$ cat src/rtl/dram_req_issuer.sv
// dram_req_issuer
// Pops burst descriptors {len, addr} from a first-word-fall-through request
// FIFO and issues them to the DRAM controller as len+1 single-beat commands
// with addresses stepping by ADDR_STEP bytes.
//
// Handshake: a command beat transfers on a rising edge where cmd_valid and
// cmd_ready are both 1. Once cmd_valid rises it stays high, with cmd_addr and
// cmd_last stable, until that transfer happens. cmd_ready is ignored while
// cmd_valid is 0. On the FIFO side, fifo_read_data is valid whenever
// fifo_empty is 0, and every cycle with fifo_read_en high pops one entry.
module dram_req_issuer #(
    parameter int ADDR_W    = 32,
    parameter int LEN_W     = 4,
    parameter int ADDR_STEP = 64,
    parameter int CNT_W     = 16
) (
    input  logic                    clk,
    input  logic                    reset,
    input  logic                    fifo_empty,
    output logic                    fifo_read_en,
    input  logic [LEN_W+ADDR_W-1:0] fifo_read_data,
    output logic                    cmd_valid,
    input  logic                    cmd_ready,
    output logic [ADDR_W-1:0]       cmd_addr,
    output logic                    cmd_last,
    output logic                    busy,
    output logic [CNT_W-1:0]        done_cnt
);

    localparam logic [ADDR_W-1:0] STEP = ADDR_W'(ADDR_STEP);

    // IDLE: no burst held. ISSUE: a burst is held and cmd_valid is high.
    // busy mirrors the state directly, so it doubles as the state debug view.
    typedef enum logic {
        IDLE  = 1'b0,
        ISSUE = 1'b1
    } state_t;

    state_t             state_q;
    state_t             state_d;
    logic [ADDR_W-1:0]  addr_q;
    logic [LEN_W-1:0]   len_q;
    logic [LEN_W-1:0]   beat_q;
    logic [CNT_W-1:0]   done_q;

    logic               accept;
    logic               last_beat;
    logic               pop;

    // Handshake decode and the pop decision. The pop can coincide with the
    // last-beat accept, which is what keeps back-to-back bursts gap-free.
    always_comb begin
        accept    = 1'b0;
        last_beat = 1'b0;
        pop       = 1'b0;
        if (state_q == ISSUE) begin
            accept    = cmd_ready;
            last_beat = (beat_q == len_q);
        end
        pop = !fifo_empty && ((state_q == IDLE) || (accept && last_beat));
    end

    // Next-state logic: a pop always lands in ISSUE; finishing a burst with
    // nothing to pop returns to IDLE; a stalled beat holds.
    always_comb begin
        state_d = state_q;
        case (state_q)
            IDLE: begin
                if (pop) begin
                    state_d = ISSUE;
                end
            end
            ISSUE: begin
                if (accept && last_beat) begin
                    state_d = pop ? ISSUE : IDLE;
                end
            end
            default: state_d = IDLE;
        endcase
    end

    // State register; reset drops any burst in flight without replaying it.
    always_ff @(posedge clk or negedge reset) begin
        if (!reset) begin
            state_q <= IDLE;
        end else begin
            state_q <= state_d;
        end
    end

    // Burst datapath: load on pop, step address and beat count on a non-final
    // accept, count finished bursts on the final accept. Stalls hold all of it.
    always_ff @(posedge clk or negedge reset) begin
        if (!reset) begin
            addr_q <= '0;
            len_q  <= '0;
            beat_q <= '0;
            done_q <= '0;
        end else begin
            if (pop) begin
                addr_q <= fifo_read_data[ADDR_W-1:0];
                len_q  <= fifo_read_data[LEN_W+ADDR_W-1:ADDR_W];
                beat_q <= '0;
            end else if (accept && !last_beat) begin
                addr_q <= addr_q + STEP;
                beat_q <= beat_q + 1'b1;
            end
            if (accept && last_beat) begin
                done_q <= done_q + 1'b1;
            end
        end
    end

    // Output drive; the pop strobe is forced low while reset is held so no
    // entry is consumed before the block is running.
    always_comb begin
        fifo_read_en = reset && pop;
        cmd_valid    = (state_q == ISSUE);
        cmd_addr     = addr_q;
        cmd_last     = last_beat;
        busy         = (state_q == ISSUE);
        done_cnt     = done_q;
    end

endmodule

$ cat config.mk
export PLATFORM = sky130hd
export DESIGN_NAME = dram_req_issuer
export DESIGN_NICKNAME = d
export VERILOG_FILES = /design/src/rtl/dram_req_issuer.sv
export SDC_FILE = /design/constraint.sdc
export NUM_CORES = 1
export LEC_CHECK = 0
export ABC_AREA = 0
export CAP_MARGIN = 15
export CORE_ASPECT_RATIO = 0.5
export CORE_MARGIN = 8
export CORE_UTILIZATION = 30
export DETAILED_ROUTE_END_ITERATION = 8
export GPL_ROUTABILITY_DRIVEN = 0
export PLACE_DENSITY = 0.58
export SLEW_MARGIN = 20
export SYNTH_ARGS = -nofsm -noshare
export SYNTH_HDL_FRONTEND = slang
export SYNTH_SLANG_ARGS = --single-unit
$ cat constraint.sdc
create_clock -name clk -period 2 [get_ports clk]
set_input_delay 0.4 -clock clk [delete_from_list [all_inputs] [get_ports clk]]
set_output_delay 0.4 -clock clk [all_outputs]
set_load 0.05 [all_outputs]
# Word level (Yosys, flattened, before mapping)
# Index checks and enable logic that the tools add are counted.
# totals
in_bits	40
word_cells	27
reg_bits	57
# classes
n_reduce_logical	8
bitwise	1
eq_ne	1
n_mux	9
n_addsub	3
# ops
op	count
32-bit 2-to-1 mux	2
32-bit by 7-bit adder with 32-bit output (second input constant)	1
16-bit by 1-bit adder with 16-bit output (second input constant)	1
4-bit 2-to-1 mux	2
4-bit by 1-bit adder with 4-bit output (second input constant)	1
4-bit equality test	1
1-bit logical AND	4
1-bit 2-to-1 mux	4
1-bit logical NOT	2
1-bit case mux with 2 select lines	1
2-bit nonzero test	1
1-bit logical OR	1
1-bit NOT	1

# Logic depth before layout (Yosys ltp)
# Gate-level depths: netlist of run 1.
# logic_depth
ltp_word	8
depth_mapped	7
depth_no_buf	6

# Worst setup path before layout of run 1
# No wires, ideal clock.
# synth_timing
path_type	register to register
startpoint	reg addr_q[6], in the netlist cmd_addr[6]
endpoint	reg addr_q[26], in the netlist cmd_addr[26]
slack_ns	-0.314
path_stages_with_launch	7
t_arrival_ns	2.189
path_buffers	0
period_less_slack_ns	2.314
cell_sequence	dfrtp_1 > ha_1 > nand3_1 > nor4_2 > nand4_1 > xnor2_1 > mux2_2
# synth_between
elab_chain_len	3
# synth_lines
item	line	source
start: declaration	41	logic [ADDR_W-1:0] addr_q;
start signal: assignment	101	addr_q <= fifo_read_data[ADDR_W-1:0];
start signal: assignment	105	addr_q <= addr_q + STEP;
32-bit by 7-bit adder with 32-bit output	105	
32-bit 2-to-1 mux	104	end else if (accept && !last_beat) begin
32-bit 2-to-1 mux	100	if (pop) begin
# Every way passes these cells. The select of a mux whose other input is x is not followed.
# A chain may end at the register's enable or synchronous reset.

# Worst setup path in the final report of run 1
# layout_timing
startpoint	reg beat_q[0]
endpoint	out fifo_read_en
# layout_between
elab_chain_len	6
# layout_lines
item	line	source
start: declaration	43	logic [LEN_W-1:0] beat_q;
start signal: assignment	106	beat_q <= beat_q + 1'b1;
4-bit equality test	58	last_beat = (beat_q == len_q);
1-bit 2-to-1 mux	56	if (state_q == ISSUE) begin
1-bit logical AND	60	pop = !fifo_empty && ((state_q == IDLE) || (accept && last_beat));
1-bit logical OR	60	
1-bit logical AND	60	
1-bit logical AND	117	fifo_read_en = reset && pop;
end: declaration	20	output logic fifo_read_en,
# Every way passes these cells.

==> metrics.csv, run 1 <==
stage,metric,value,unit
power,combPwrFrac,0.520,
global_route,track_usage,0.1293,
die,start_util,0.3094,
power,peakVddDrop,505.6,uV
power,p_int,4058,uW
timing,finClkSkew,0.004439,ns
cells_and_area,layout-drive-gt1-share,0.2453,
placed_design,dp_hpwl,6.180,mm
power,power.density,1589,mW/mm^2
setup_path,cp_slowest_cell,dfrtp_1,
timing,setup_viol,8,
cells_and_area,fin_nets,466,
yosys,dominantRegCellSynth,dfrtp_1,
setup_path,required,1.60,ns
timing,slew_viol_final,0,
global_route,grt_max_degree,58,
status,violations,negative setup slack,
setup_path,slowest_delay,0.40,ns
route,drc,0,
yosys,post_synth.cell_area_avg,9.647,um^2
timing,hold_viol_final,0,
die,row_count,25,
placed_design,dp.cells,540,
global_route,grt_pass1_vias,2621,
power,switching_share,0.4458,
setup_path,start_kind,register,
yosys,synth-seq-cells,57,
clock_tree,cts_made_buffers,9,
setup_path,path_cells,xor2_2 -> nor4_4 -> a31o_4 -> and2_4 -> buf_12,
job,maxCapViolCount,0,
placed_design,portBuffers,91,
cells_and_area,fin_cells,563,
placed_design,placed_cell_area,0.004177,mm^2
route,dr.pass1.iters,4,
cells_and_area,num-fill-cells,899,
power,p_seq_frac,0.277,
clock_tree,worstSkewPairLatency,0.32,ns
global_route,grt_remaining_overflow,0,
status,status,finished with violations,
route,drt_iter0_drc,116,
min_path,holdCritPathClass,in -> async,
setup_path,path_delay_family,simple AND/OR/NAND/NOR gates,
clock_tree,root_buffer,clkbuf_16,
route,finalWirelength,8.508,mm
cells_and_area,num_antenna_cells,0,
setup_path,worstSetupEndpointType,output pin,
yosys,synth-edff-count,0,
power,leakage,0.002048,uW
yosys,netlist_instances,304,
cells_and_area,layout-area-overhead-vs-synth,57.12,%
setup_path,crit_buf_inv,1,
cells_and_area,post-route-util,0.4862,
setup_path,crit_type,reg -> out,
clock_tree,cts.hold.buffers_added,0,
power,power_switching,3264,uW
route,vias,2636,
global_route,grt_pass1_wl,13.79,mm
clock_tree,cts_tree,built,
global_route,antenna_found_initial,0,
die,die_area,0.01339,mm^2
yosys,synthArstFlopShare,1.000,
clock_tree,htree_levels,3,
yosys,synthesis.area,0.002933,mm^2
timing,fin_crit_sh,1.071,
timing,tightest_slew,0.5958,ns
timing,timing.hold.ws,0.1160,ns
setup_path,arrival,1.74,ns
timing,max_clock_freq,466.8,MHz
yosys,yosysTopAreaCellShare,0.4863,
route,routedWlPerCell,15.11,um
yosys,synth_area_leaders,"dfrtp_1 (49%), nand2_1 (7.7%), xor2_1 (5.7%)",
die,fp.dieH,85.92,um
power,clock_power_share,0.203,
setup_path,cp_max_fo,3,
clock_tree,clock-sinks,57,
route,via_per_inst,4.682,
die,die_x,155.8,um
timing,slew_headroom,0.5984,
yosys,yosysUniqueCellTypes,41,
cells_and_area,final_cell_mix,"nand2_1 (60), clkdlybuf4s50_1 (60), buf_4 (48), dfrtp_1 (45), o21ai_0 (18)",
timing,final.setup.worst_slack,-0.1424,ns
yosys,ys_seq_area_frac,0.4863,
timing,rsz0062_at_grt,yes,
timing,period_needed,2.142,ns
clock_tree,cts.clk_slew.worst_paths,0.05,ns
clock_tree,clock_path_buffers,2,
power,finalPower,7322,uW
yosys,syn_nets,347,
cells_and_area,stdcell_area,0.004608,mm^2
yosys,yosys.area.top_type,dfrtp_1,
die,io-pin-count,92,
die,core_area,0.009478,mm^2
yosys,ys_warn_count,0,
route,final_antenna_net_count,0,
-- power groups by stage --
stage	logic (uW)	registers (uW)	clock network, uW
2_1_floorplan	1240	3050	0
3_3_place_gp	3610	2030	0
3_5_place_dp	3660	2030	0
4_1_cts	3720	2020	1530
5_1_grt	4110	2110	1580
6_report	3810	2030	1490
-- per-stage QoR --
stage | setup WS [ns] | TNS [ns]
6_report | -0.1424 | -0.4395
5_1_grt | -0.2503 | -2.136
4_1_cts | -0.1715 | -0.4421
3_5_place_dp | -0.1935 | -0.9887
3_3_place_gp | -0.1327 | -0.3319
2_1_floorplan | 0.006315 | 0
-- what timing repair did --
item,CTS,global route
endpoints found under the setup margin,8,44
buffers inserted,2,4
resized for setup,5,13
gates cloned,0,2
pin swaps,3,7
-- registers in the layout (all words and copies together), names as in the netlist --
register / count
busy: 1
cmd_addr: 32
done_cnt: 16
len_q: 4
beat_q: 4
-- synth_stat cells, drive strengths merged (3+ instances only) --
library cell	count
nand2	60
dfrtp	57
o21ai	19
xor2	19
nand3	17
xnor2	16
nor2	14
buf	13
nand4	12
and3	8
a21oi	7
nor3	7
and2	6
a31oi	5
and4	5
inv	5
nor4	5
a21o	3
a221o	3
ha	3
-- final timing paths --
check	start	endpoint	slack [ns]	depth (start not counted)
min	reset	cmd_addr[20]	0.12	2
min reg2reg	cmd_addr[3]	cmd_addr[3]	0.47	2
max	beat_q[0]	fifo_read_en	-0.14	5
max reg2reg	beat_q[0]	cmd_addr[20]	-0.06	7
min in group clk	cmd_addr[3]	cmd_addr[3]	0.47	2
max in group asynchronous	reset	cmd_addr[15]	1.58	2
-- area by class of cell --
type / count / area, um^2 / share of cell area
timing repair buffer: 123 / 1185 / 0.2571
clock buffer: 13 / 250.2 / 0.05430
multi-input combinational: 227 / 1504 / 0.3264
sequential: 57 / 1441 / 0.3128
tap: 135 / 168.9 / 0.03665
inverter: 5 / 18.77 / 0.004073
clock inverter: 3 / 40.04 / 0.008689
-- kinds of logic (layout without fill, tap and decap cells) --
logic type,Yosys count,after routing,share of synthesized area
xor gates and xnor gates,35,35,0.1045
and+or+nand+nor,138,138,0.2457
DFF,57,57,0.4863
buffers and inverters,20,144,0.03413
muxes,2,2,0.007679
AOI/OAI and AO/OA,49,49,0.1088
adders and majority gates,3,3,0.01280
-- metal layers --
metal | GRT usage | part of all wire
met3 | 0.03711 | 0.053
met5 | 0 | 0
met4 | 0.03934 | 0.0069
met2 | 0.2090 | 0.48
met1 | 0.1645 | 0.46
No activity file was read; power rests on OpenSTA's default activity.
==> inputs of run 2 (changes only) <==
- CTS_BUF_LIST: not set -> sky130_fd_sc_hd__clkbuf_8
==> metrics.csv, run 2 (same netlist as run 1, synthesis figures left out) <==
stage,metric,value,unit,change
die,io-pin-count,92,,unchanged
route,dr.pass1.iters,4,,unchanged
status,status,finished with violations,,unchanged
die,core_area,0.009478,mm^2,unchanged
timing,slew_headroom,0.6585,,was 0.5984
timing,hold_viol_final,0,,unchanged
timing,fin_crit_sh,1.076,,was 1.071
die,die_area,0.01339,mm^2,unchanged
timing,finalSetupTns,-0.4513,ns,was -0.4395 ns
cells_and_area,final_cell_mix,"nand2_1 (58), clkdlybuf4s50_1 (50), buf_4 (49), dfrtp_1 (44), xnor2_1 (15)",,"was nand2_1 (60), clkdlybuf4s50_1 (60), buf_4 (48), dfrtp_1 (45), o21ai_0 (18)"
route,via_per_inst,4.682,,about the same
setup_path,start_kind,register,,unchanged
cells_and_area,layout-drive-gt1-share,0.2645,,was 0.2453
cells_and_area,num_antenna_cells,0,,unchanged
clock_tree,worstSkewPairLatency,0.35,ns,was 0.32 ns
power,leakage,0.002150,uW,was 0.002048 uW
global_route,antenna_found_initial,0,,unchanged
placed_design,portBuffers,91,,unchanged
global_route,grt_pass1_wl,14.12,mm,was 13.79 mm
cells_and_area,stdcell_area,0.004604,mm^2,was 0.004608 mm^2
global_route,track_usage,0.1333,,was 0.1293
route,routedWlPerCell,15.17,um,was 15.11 um
job,maxCapViolCount,0,,unchanged
cells_and_area,largest_reg_flops,32,,unchanged
route,drc,0,,unchanged
setup_path,crit_type,reg -> out,,unchanged
clock_tree,root_buffer,clkbuf_8,,was clkbuf_16
setup_path,reg2reg_depth,6,,was 7
die,row_count,25,,unchanged
cells_and_area,post-route-util,0.4858,,was 0.4862
global_route,grt_max_degree,58,,unchanged
setup_path,worstSetupEndpointType,output pin,,unchanged
global_route,grt_remaining_overflow,0,,unchanged
timing,setup_viol,7,,was 8
route,drt_iter0_drc,119,,was 116
placed_design,placed_cell_area,0.004177,mm^2,unchanged
cells_and_area,mostFrequentLayoutCell,nand2_1,,
clock_tree,cts_tree,built,,unchanged
timing,finClkSkew,0.008602,ns,was 0.004439 ns
setup_path,required,1.60,ns,about the same
placed_design,dp_hpwl,6.180,mm,unchanged
die,die_x,155.8,um,unchanged
cells_and_area,fin_cells,566,,was 563
route,final_antenna_net_count,0,,unchanged
timing,slew_viol_final,0,,unchanged
die,start_util,0.3094,,unchanged
timing,rsz0062_at_grt,yes,,unchanged
placed_design,dp_slack,-0.1935,ns,unchanged
power,peakVddDrop,503.0,uV,was 505.6 uV
timing,period_needed,2.153,ns,was 2.142 ns
timing,final.setup.worst_slack,-0.1529,ns,was -0.1424 ns
setup_path,cp_max_fo,2,,was 3
route,vias,2650,,was 2636
setup_path,arrival,1.75,ns,was 1.74 ns
clock_tree,htree_levels,3,,unchanged
clock_tree,clock-sinks,57,,unchanged
timing,max_clock_freq,464.5,MHz,was 466.8 MHz
cells_and_area,layout-area-overhead-vs-synth,57.00,%,was 57.12%
setup_path,r2r_slack,-0.05,ns,was -0.06 ns
route,finalWirelength,8.584,mm,was 8.508 mm
placed_design,dp.cells,540,,unchanged
min_path,holdCritPathClass,in -> async,,unchanged
clock_tree,clock_path_buffers,2,,unchanged
clock_tree,cts.clk_slew.worst_paths,0.07,ns,was 0.05 ns
power,power.density,1548,mW/mm^2,was 1589 mW/mm^2
cells_and_area,fin_nets,469,,was 466
timing,tightest_slew,0.5114,ns,was 0.5958 ns
die,fp.dieH,85.92,um,unchanged
clock_tree,cts_made_buffers,9,,unchanged
status,violations,negative setup slack,,unchanged
global_route,grt_pass1_vias,2676,,was 2621
run 2: cell count changes in the layout (fill, tap and decap cells not counted), moves of 5 or more:
cell             before  now
clkbuf_16            10    0
clkbuf_8              1   10
clkdlybuf4s50_1      60   50
dlygate4sd2_1         1    7
o21ai_0              18   13
o21ai_1               1    6
run 2: metrics by stage:
step,hold WS [ns],power (uW)
after global routing,0.1127,7599
after floorplan,0.1044,4291
after global placement,0.4591,5644
after CTS,0.09569,6999
after detailed placement,0.4616,5684
final,0.09181,7129
run 2: final cells by class:
class                           instances  area (um^2)
Inverter                                5        18.77
Fill cell                             905         4873
Sequential cell                        57         1443
Clock buffer                           10        137.6
Tap cell                              135        168.9
Clock inverter                          6        51.30
Timing Repair Buffer                  126         1219
Multi-Input combinational cell        227         1567
run 2: critical path, stage by stage, from the launching register on:
cell	delay (ns)
dfrtp_1	0.41
xor2_2	0.20
nor4_4	0.32
a31o_4	0.21
and2_4	0.14
buf_12	0.13
run 2: final timing paths:
path | startpoint | to
max | len_q[2] | fifo_read_en
min | reset | cmd_addr[21]
max reg2reg | beat_q[1] | cmd_addr[15]
min reg2reg | cmd_addr[0] | cmd_addr[0]
max in group asynchronous | reset | cmd_addr[15]
min in group clk | cmd_addr[0] | cmd_addr[0]
run 2: timing repair:
action,in CTS,in global routing
resized for setup,15,32
endpoints found under the setup margin,14,46
pin swaps,6,18
setup buffers,7,3
gates cloned,0,1
hold buffers,0,0
run 2: routing by layer:
| metal | GRT usage | routed length [um] | vias to the layer above | part of all wire |
|---|---|---|---|---|
| met1 | 0.1662 | 3853 | 1266 | 0.45 |
| li1 | - | - | 1314 | - |
| met3 | 0.04313 | 477 | 12 | 0.056 |
| met5 | 0 | 0 | - | 0 |
| met4 | 0.04720 | 130 | 0 | 0.015 |
| met2 | 0.2133 | 4122 | 58 | 0.48 |
run 2: report_power, final:
part	switching [uW]	leakage, uW	internal (uW)	total [uW]
sequential	477	0.000716	1570	2050
clock	455	0.000110	591	1050
combinational	2420	0.00132	1610	4030
total	3350	0.00215	3780	7130
==> inputs of run 3 (changes only) <==
- GPL_ROUTABILITY_DRIVEN: 0 -> not set
==> results of run 3 <==
Final layout, timing and power as in run 2 (identical DEF).
